### config.mk
export PLATFORM = sky130hd
export DESIGN_NAME = sprite_line_render
export DESIGN_NICKNAME = d
export VERILOG_FILES = /design/src/rtl/xosera_pkg.sv /design/src/rtl/sprite_line_buf.sv /design/src/rtl/sprite_line_render.sv
export SDC_FILE = /design/constraint.sdc
export NUM_CORES = 1
export LEC_CHECK = 0
export BUFFER_PORTS_ARGS = -buffer_cell sky130_fd_sc_hd__buf_2
export CAP_MARGIN = 20
export CORE_ASPECT_RATIO = 0.8
export CORE_MARGIN = 2
export CORE_UTILIZATION = 45
export DETAILED_ROUTE_END_ITERATION = 10
export GPL_TIMING_DRIVEN = 0
export HOLD_SLACK_MARGIN = 0.02
export PLACE_DENSITY = 0.67
export SLEW_MARGIN = 10
export SYNTH_ARGS = -nofsm -noshare
export SYNTH_HDL_FRONTEND = slang
export SYNTH_SLANG_ARGS = --single-unit
### constraint.sdc
create_clock -name clk -period 3.9 [get_ports clk]
set_input_delay 0.585 -clock clk [delete_from_list [all_inputs] [get_ports clk]]
set_output_delay 0.585 -clock clk [all_outputs]
set_load 0.02 [all_outputs]
### src/rtl/xosera_pkg.sv
// Shared sprite geometry, fetch FSM state type and BRAM address packing
// for the sprite line renderer.
package xosera_pkg;

    localparam int SPRITE_W             = 32;
    localparam int SPRITE_H             = 32;
    localparam int SPRITE_WORDS_PER_ROW = 8;

    typedef enum logic [1:0] {
        IDLE  = 2'd0,
        FETCH = 2'd1,
        DRAIN = 2'd2
    } fetch_state_t;

    function automatic logic [7:0] pack_addr(input logic [4:0] row, input logic [2:0] word);
        return {row, word};
    endfunction

endpackage

### src/rtl/sprite_line_buf.sv
// Double-buffered 8x16 sprite row store: back filled by the fetcher, front
// read by the display path; swap copies back to front at line start.
module sprite_line_buf
    import xosera_pkg::*;
(
    input  logic        clk,
    input  logic        reset_n,
    input  logic        swap,
    input  logic        wr_en,
    input  logic [2:0]  wr_word,
    input  logic [15:0] wr_data,
    input  logic        back_done,
    input  logic [4:0]  rd_col,
    output logic [3:0]  rd_nib,
    output logic        front_valid
);

    logic [15:0] back_r  [SPRITE_WORDS_PER_ROW];
    logic [15:0] front_r [SPRITE_WORDS_PER_ROW];
    logic        back_valid_r;
    logic        front_valid_r;
    logic [15:0] rd_word_s;

    // Buffer storage, swap and validity tracking
    always_ff @(posedge clk or negedge reset_n) begin
        if (!reset_n) begin
            for (int i = 0; i < SPRITE_WORDS_PER_ROW; i++) begin
                back_r[i]  <= 16'h0000;
                front_r[i] <= 16'h0000;
            end
            back_valid_r  <= 1'b0;
            front_valid_r <= 1'b0;
        end else begin
            if (wr_en) begin
                back_r[wr_word] <= wr_data;
            end
            if (swap) begin
                for (int i = 0; i < SPRITE_WORDS_PER_ROW; i++) begin
                    front_r[i] <= back_r[i];
                end
                front_valid_r <= back_valid_r;
                back_valid_r  <= 1'b0;
            end else if (back_done) begin
                back_valid_r <= 1'b1;
            end
        end
    end

    // MSB-first nibble select: column 0 of a word is bits [15:12]
    always_comb begin
        rd_word_s = front_r[rd_col[4:2]];
        rd_nib    = 4'h0;
        case (rd_col[1:0])
            2'd0:    rd_nib = rd_word_s[15:12];
            2'd1:    rd_nib = rd_word_s[11:8];
            2'd2:    rd_nib = rd_word_s[7:4];
            2'd3:    rd_nib = rd_word_s[3:0];
            default: rd_nib = 4'h0;
        endcase
    end

    assign front_valid = front_valid_r;

endmodule

### src/rtl/sprite_line_render.sv
// Sprite line renderer: fetches the next scanline's sprite row from BRAM and
// displays the current one. Define SPRITE_HFLIP_EN to add the hflip_i input.
module sprite_line_render
    import xosera_pkg::*;
#(
    parameter int         COORD_W         = 11,
    parameter logic [3:0] TRANSPARENT_IDX = 4'h0
) (
    input  logic               clk,
    input  logic               reset_n_i,
    input  logic               line_start_i,
    input  logic [COORD_W-1:0] v_count_i,
    input  logic [COORD_W-1:0] h_count_i,
    input  logic [COORD_W-1:0] sprite_x_i,
    input  logic [COORD_W-1:0] sprite_y_i,
    input  logic               sprite_en_i,
`ifdef SPRITE_HFLIP_EN
    input  logic               hflip_i,
`endif
    output logic               rd_en_o,
    output logic [7:0]         rd_address_o,
    input  logic [15:0]        rd_data_i,
    output logic [3:0]         pixel_o,
    output logic               visible_o
);

    localparam logic [COORD_W-1:0] SPR_W_C   = COORD_W'(SPRITE_W);
    localparam logic [COORD_W-1:0] SPR_H_C   = COORD_W'(SPRITE_H);
    localparam logic [2:0]         LAST_WORD = 3'(SPRITE_WORDS_PER_ROW - 1);

    fetch_state_t       state_r, state_s;
    logic [2:0]         word_r, word_s;
    logic [4:0]         row_r, row_s;
    logic               rd_en_r, rd_en_s;
    logic [7:0]         rd_addr_r, rd_addr_s;
    logic               cap_en_r;
    logic [2:0]         cap_word_r;
    logic               back_done_s;
    logic [COORD_W-1:0] shadow_x_r;
    logic [COORD_W-1:0] line_row_s;
    logic               fetch_hit_s;
    logic [COORD_W-1:0] col_s;
    logic [4:0]         col_idx_s;
    logic               in_s;
    logic [3:0]         nib_s;
    logic               front_valid_s;
    logic [3:0]         pixel_r;
    logic               visible_r;
`ifdef SPRITE_HFLIP_EN
    logic               hflip_r;
`endif

    // Row within the sprite of the line after the one now starting (wraps mod 2^COORD_W)
    assign line_row_s  = v_count_i + COORD_W'(1) - sprite_y_i;
    assign fetch_hit_s = sprite_en_i && (line_row_s < SPR_H_C);

    // Fetch FSM next state; a line start always wins and restarts or cancels the fetch
    always_comb begin
        state_s     = state_r;
        word_s      = word_r;
        row_s       = row_r;
        rd_en_s     = 1'b0;
        rd_addr_s   = rd_addr_r;
        back_done_s = 1'b0;
        if (line_start_i) begin
            if (fetch_hit_s) begin
                state_s   = FETCH;
                word_s    = 3'd0;
                row_s     = line_row_s[4:0];
                rd_en_s   = 1'b1;
                rd_addr_s = pack_addr(line_row_s[4:0], 3'd0);
            end else begin
                state_s = IDLE;
            end
        end else begin
            case (state_r)
                IDLE: begin
                    state_s = IDLE;
                end
                FETCH: begin
                    if (word_r == LAST_WORD) begin
                        state_s = DRAIN;
                    end else begin
                        word_s    = word_r + 3'd1;
                        rd_en_s   = 1'b1;
                        rd_addr_s = pack_addr(row_r, word_s);
                    end
                end
                DRAIN: begin
                    state_s     = IDLE;
                    back_done_s = 1'b1;
                end
                default: begin
                    state_s = IDLE;
                end
            endcase
        end
    end

    // Fetch state, read port registers and one-cycle-delayed capture tag
    always_ff @(posedge clk or negedge reset_n_i) begin
        if (!reset_n_i) begin
            state_r    <= IDLE;
            word_r     <= 3'd0;
            row_r      <= 5'd0;
            rd_en_r    <= 1'b0;
            rd_addr_r  <= 8'h00;
            cap_en_r   <= 1'b0;
            cap_word_r <= 3'd0;
        end else begin
            state_r    <= state_s;
            word_r     <= word_s;
            row_r      <= row_s;
            rd_en_r    <= rd_en_s;
            rd_addr_r  <= rd_addr_s;
            cap_en_r   <= rd_en_r && !line_start_i;
            cap_word_r <= rd_addr_r[2:0];
        end
    end

    // Per-line shadow copies of display controls
    always_ff @(posedge clk or negedge reset_n_i) begin
        if (!reset_n_i) begin
            shadow_x_r <= '0;
`ifdef SPRITE_HFLIP_EN
            hflip_r    <= 1'b0;
`endif
        end else if (line_start_i) begin
            shadow_x_r <= sprite_x_i;
`ifdef SPRITE_HFLIP_EN
            hflip_r    <= hflip_i;
`endif
        end
    end

    sprite_line_buf u_buf (
        .clk         (clk),
        .reset_n     (reset_n_i),
        .swap        (line_start_i),
        .wr_en       (cap_en_r),
        .wr_word     (cap_word_r),
        .wr_data     (rd_data_i),
        .back_done   (back_done_s),
        .rd_col      (col_idx_s),
        .rd_nib      (nib_s),
        .front_valid (front_valid_s)
    );

    assign col_s = h_count_i - shadow_x_r;
    assign in_s  = front_valid_s && (col_s < SPR_W_C);

    // Column within the sprite, mirrored when flipped
    always_comb begin
        col_idx_s = col_s[4:0];
`ifdef SPRITE_HFLIP_EN
        if (hflip_r) begin
            col_idx_s = 5'd31 - col_s[4:0];
        end else begin
            col_idx_s = col_s[4:0];
        end
`endif
    end

    // Registered display outputs
    always_ff @(posedge clk or negedge reset_n_i) begin
        if (!reset_n_i) begin
            pixel_r   <= 4'h0;
            visible_r <= 1'b0;
        end else begin
            pixel_r   <= in_s ? nib_s : 4'h0;
            visible_r <= in_s && (nib_s != TRANSPARENT_IDX);
        end
    end

    assign rd_en_o      = rd_en_r;
    assign rd_address_o = rd_addr_r;
    assign pixel_o      = pixel_r;
    assign visible_o    = visible_r;

endmodule
==> impl_metrics.py <==
metrics = {
    "sta": {
        "setup_violations": 0,
        "post-route-min-period_ns": 3.62,
        "rsz0062_at_grt": "no",
        "fin_skew_ns": 0.0121,
        "worst_hold_slack_ns": 0.248,
        "hold_viol_final": 0,
        "post-route-period-util": 0.929,
        "final.setup.worst_slack_ns": 0.278,
        "worst_pin_slew_ns": 1.08,
        "slew_violations": 0,
        "fmax_mhz": 276,
        "maxSlewHeadroom": 0.278,
    },
    "power": {
        "finalPower_mw": 8.13,
        "power.leakage_nw": 7.16,
        "vdd_ir_drop_max_v": 0.000267,
        "power.density_mw_per_mm2": 528,
    },
    "logic_synthesis": {
        "synth_fp_nets": 1076,
        "ys_types": 58,
        "syn_area_mm2": 0.0134,
        "yosysSeqAreaShare": 0.550,
        "async_reset_ff_frac": 1.00,
        "synth-edff-count": 0,
        "syn_inst": 979,
        "syn_avg_cell_area_um2": 13.7,
        "yosysWarningCount": 0,
        "ys_seq_elements": 294,
        "synth-main-ff-cell": "dfrtp_1",
    },
    "outcome": {
        "outcome": "finished, final reports clean",
    },
    "setup_path": {
        "cp.required_ns": 4.30,
        "slowest_delay_ns": 0.49,
        "worstSetupEndpointType": "register",
        "worst-path-buf-inv": 1,
        "crit_chain": "ha_1 -> fa_1 -> nand2b_1 -> a21oi_1 -> xnor2_2 -> clkbuf_2 -> mux4_2 -> o22ai_1 -> nor2_1 -> nand2_1 -> a41oi_1",
        "cp-start-kind": "register",
        "critical_path_class": "reg2reg",
        "crit_path_top_delay_cell": "clkbuf_2",
        "cp_max_fo": 10,
        "critPathTopFamily": "compound AO/OA/AOI/OAI gates",
        "arrival_ns": 4.02,
    },
    "clock_network": {
        "cts_tree": "yes",
        "htree_levels": 1,
        "clock_latency_ns": 0.55,
        "cts_sinks": 294,
        "cts_root_buf": "clkbuf_16",
        "clk_path_buf_depth": 3,
        "cts_made_buffers": 29,
        "clk_pin_slew_ns": 0.06,
    },
    "floorplan": {
        "ios": 78,
        "die_height_um": 158,
        "fp.dieArea_mm2": 0.0311,
        "row_count": 56,
        "start_util": 0.457,
        "core_area_mm2": 0.0293,
        "die_w_um": 197,
    },
    "place": {
        "dpl.cell_count": 1442,
        "dp_hpwl_um": 21900,
        "post_dp_cell_area_mm2": 0.0144,
        "globalplace.congestion": 0.857,
        "place.port_buffers": 76,
        "place_ws_ns": -0.386,
    },
    "layout": {
        "fin_nets": 1194,
        "stdcell_area_mm2": 0.0154,
        "final_common_cell": "dfrtp_1",
        "syn_to_final_growth_pct": 15.2,
        "nFillCells": 2507,
        "drive_gt1_frac": 0.403,
        "final_cell_mix": "dfrtp_1 (294), mux2_2 (277), buf_2 (77)",
        "antenna_cells": 0,
        "fin_cells": 1496,
    },
    "detailed_routing": {
        "viasPerCell": 5.61,
        "drtAntennaViolNets": 0,
        "drt-total-wl_um": 31900,
        "wl_per_cell_um": 21.3,
        "dr_total_vias": 8397,
        "remaining_drc_errors": 0,
        "dr.pass1.iters": 7,
        "drt_iter0_markers": 550,
    },
    "global_route": {
        "antenna_found_initial": 0,
        "grt_use_total": 0.214,
        "grt_pass1_vias": 8597,
        "grt_pass1_wl_um": 50200,
        "grt_max_degree": 100,
        "grt-ovfl-total": 0,
    },
    "min_path": {
        "min_path_type": "in2reg",
    },
    "flow_run": {
        "cap_violations": 0,
    },
}
repair_timing:
item	in CTS	in global routing
buffers inserted	0	0
hold buffers	1	0
setup endpoints to repair	1	3
gates resized for setup	0	4
endpoints found under the hold margin	27	0
area by class of cell:
type	instances	area [µm²]	area share
Clock inverter	12	92.6	0.00601
Inverter	33	124	0.00804
Timing Repair Buffer	88	577	0.0375
Tap cell	377	472	0.0306
Sequential cell	294	7360	0.478
Clock buffer	41	861	0.0559
Buffer	46	180	0.0117
Multi-Input combinational cell	605	5740	0.373
Yosys cell counts (all sizes together) (10+ instances only):
library cell	number	area, µm²
nor3	17	85.1
nor2	31	119
dfrtp	294	7360
nand2	48	180
buf	10	43.8
mux2	277	3120
mux2i	23	230
ha	31	388
o21ai	22	121
clkbuf	37	139
mux4	20	450
a21oi	17	85.1
nand3	13	65.1
inv	33	124
flip-flops by register name, indices dropped and copies added (netlist names), 2 cells and up:
signal,count
pixel_o,4
rd_address_o,6
u_buf.front_r,128
word_r,2
shadow_x_r,11
state_r,2
cap_word_r,3
u_buf.back_r,128
row_r,5
where the power goes:
group	internal, mW	leakage, nW	switching (mW)	total [mW]
clock	1.60	0.484	1.16	2.75
combinational	0.799	2.94	0.909	1.71
sequential	3.45	3.73	0.220	3.67
final timing paths:
path / from / to / slack, ns / depth (start not counted)
setup reg to reg: shadow_x_r[0] / visible_o / 0.28 / 11
hold / removal: sprite_x_i[7] / shadow_x_r[7] / 0.25 / 3
min in group asynchronous: reset_n_i / u_buf.back_r[107] / 0.50 / 2
hold reg to reg: word_r[1] / cap_word_r[1] / 0.43 / 0
max in group asynchronous: reset_n_i / u_buf.back_r[64] / 2.26 / 4
setup / recovery: shadow_x_r[0] / visible_o / 0.28 / 11
per-stage QoR:
step	TNS (ns)	utilization
2_1_floorplan	0	-
3_3_place_gp	-925.26	0.486
3_5_place_dp	-0.957	0.492
4_1_cts	0	0.525
5_1_grt	0	0.526
6_report	0	0.526
metal layers:
layer	vias up	global-route usage	wire length, µm
met5	-	0	0
li1	3793	-	-
met4	0	0.0448	606
met2	201	0.328	14100
met1	4354	0.314	15400
met3	49	0.0460	1800
worst min-delay path: cells and delay by family:
kind,cells,cell delay (ns)
AOI/OAI and AO/OA,1,0.06
buffers and inverters,1,0.07
and+or+nand+nor,1,0.04
cells by family (layout without fill, tap and decap cells):
group | after synthesis | count (layout) | synth area share
mux | 320 | 320 | 0.284
compound gates | 99 | 99 | 0.0510
simple gates | 138 | 138 | 0.0492
flops | 294 | 294 | 0.550
fa+ha+maj | 33 | 33 | 0.0320
xor+xnor | 15 | 15 | 0.0104
buf+inv | 80 | 220 | 0.0229
Note: power is estimated with default switching activity, not from simulation.
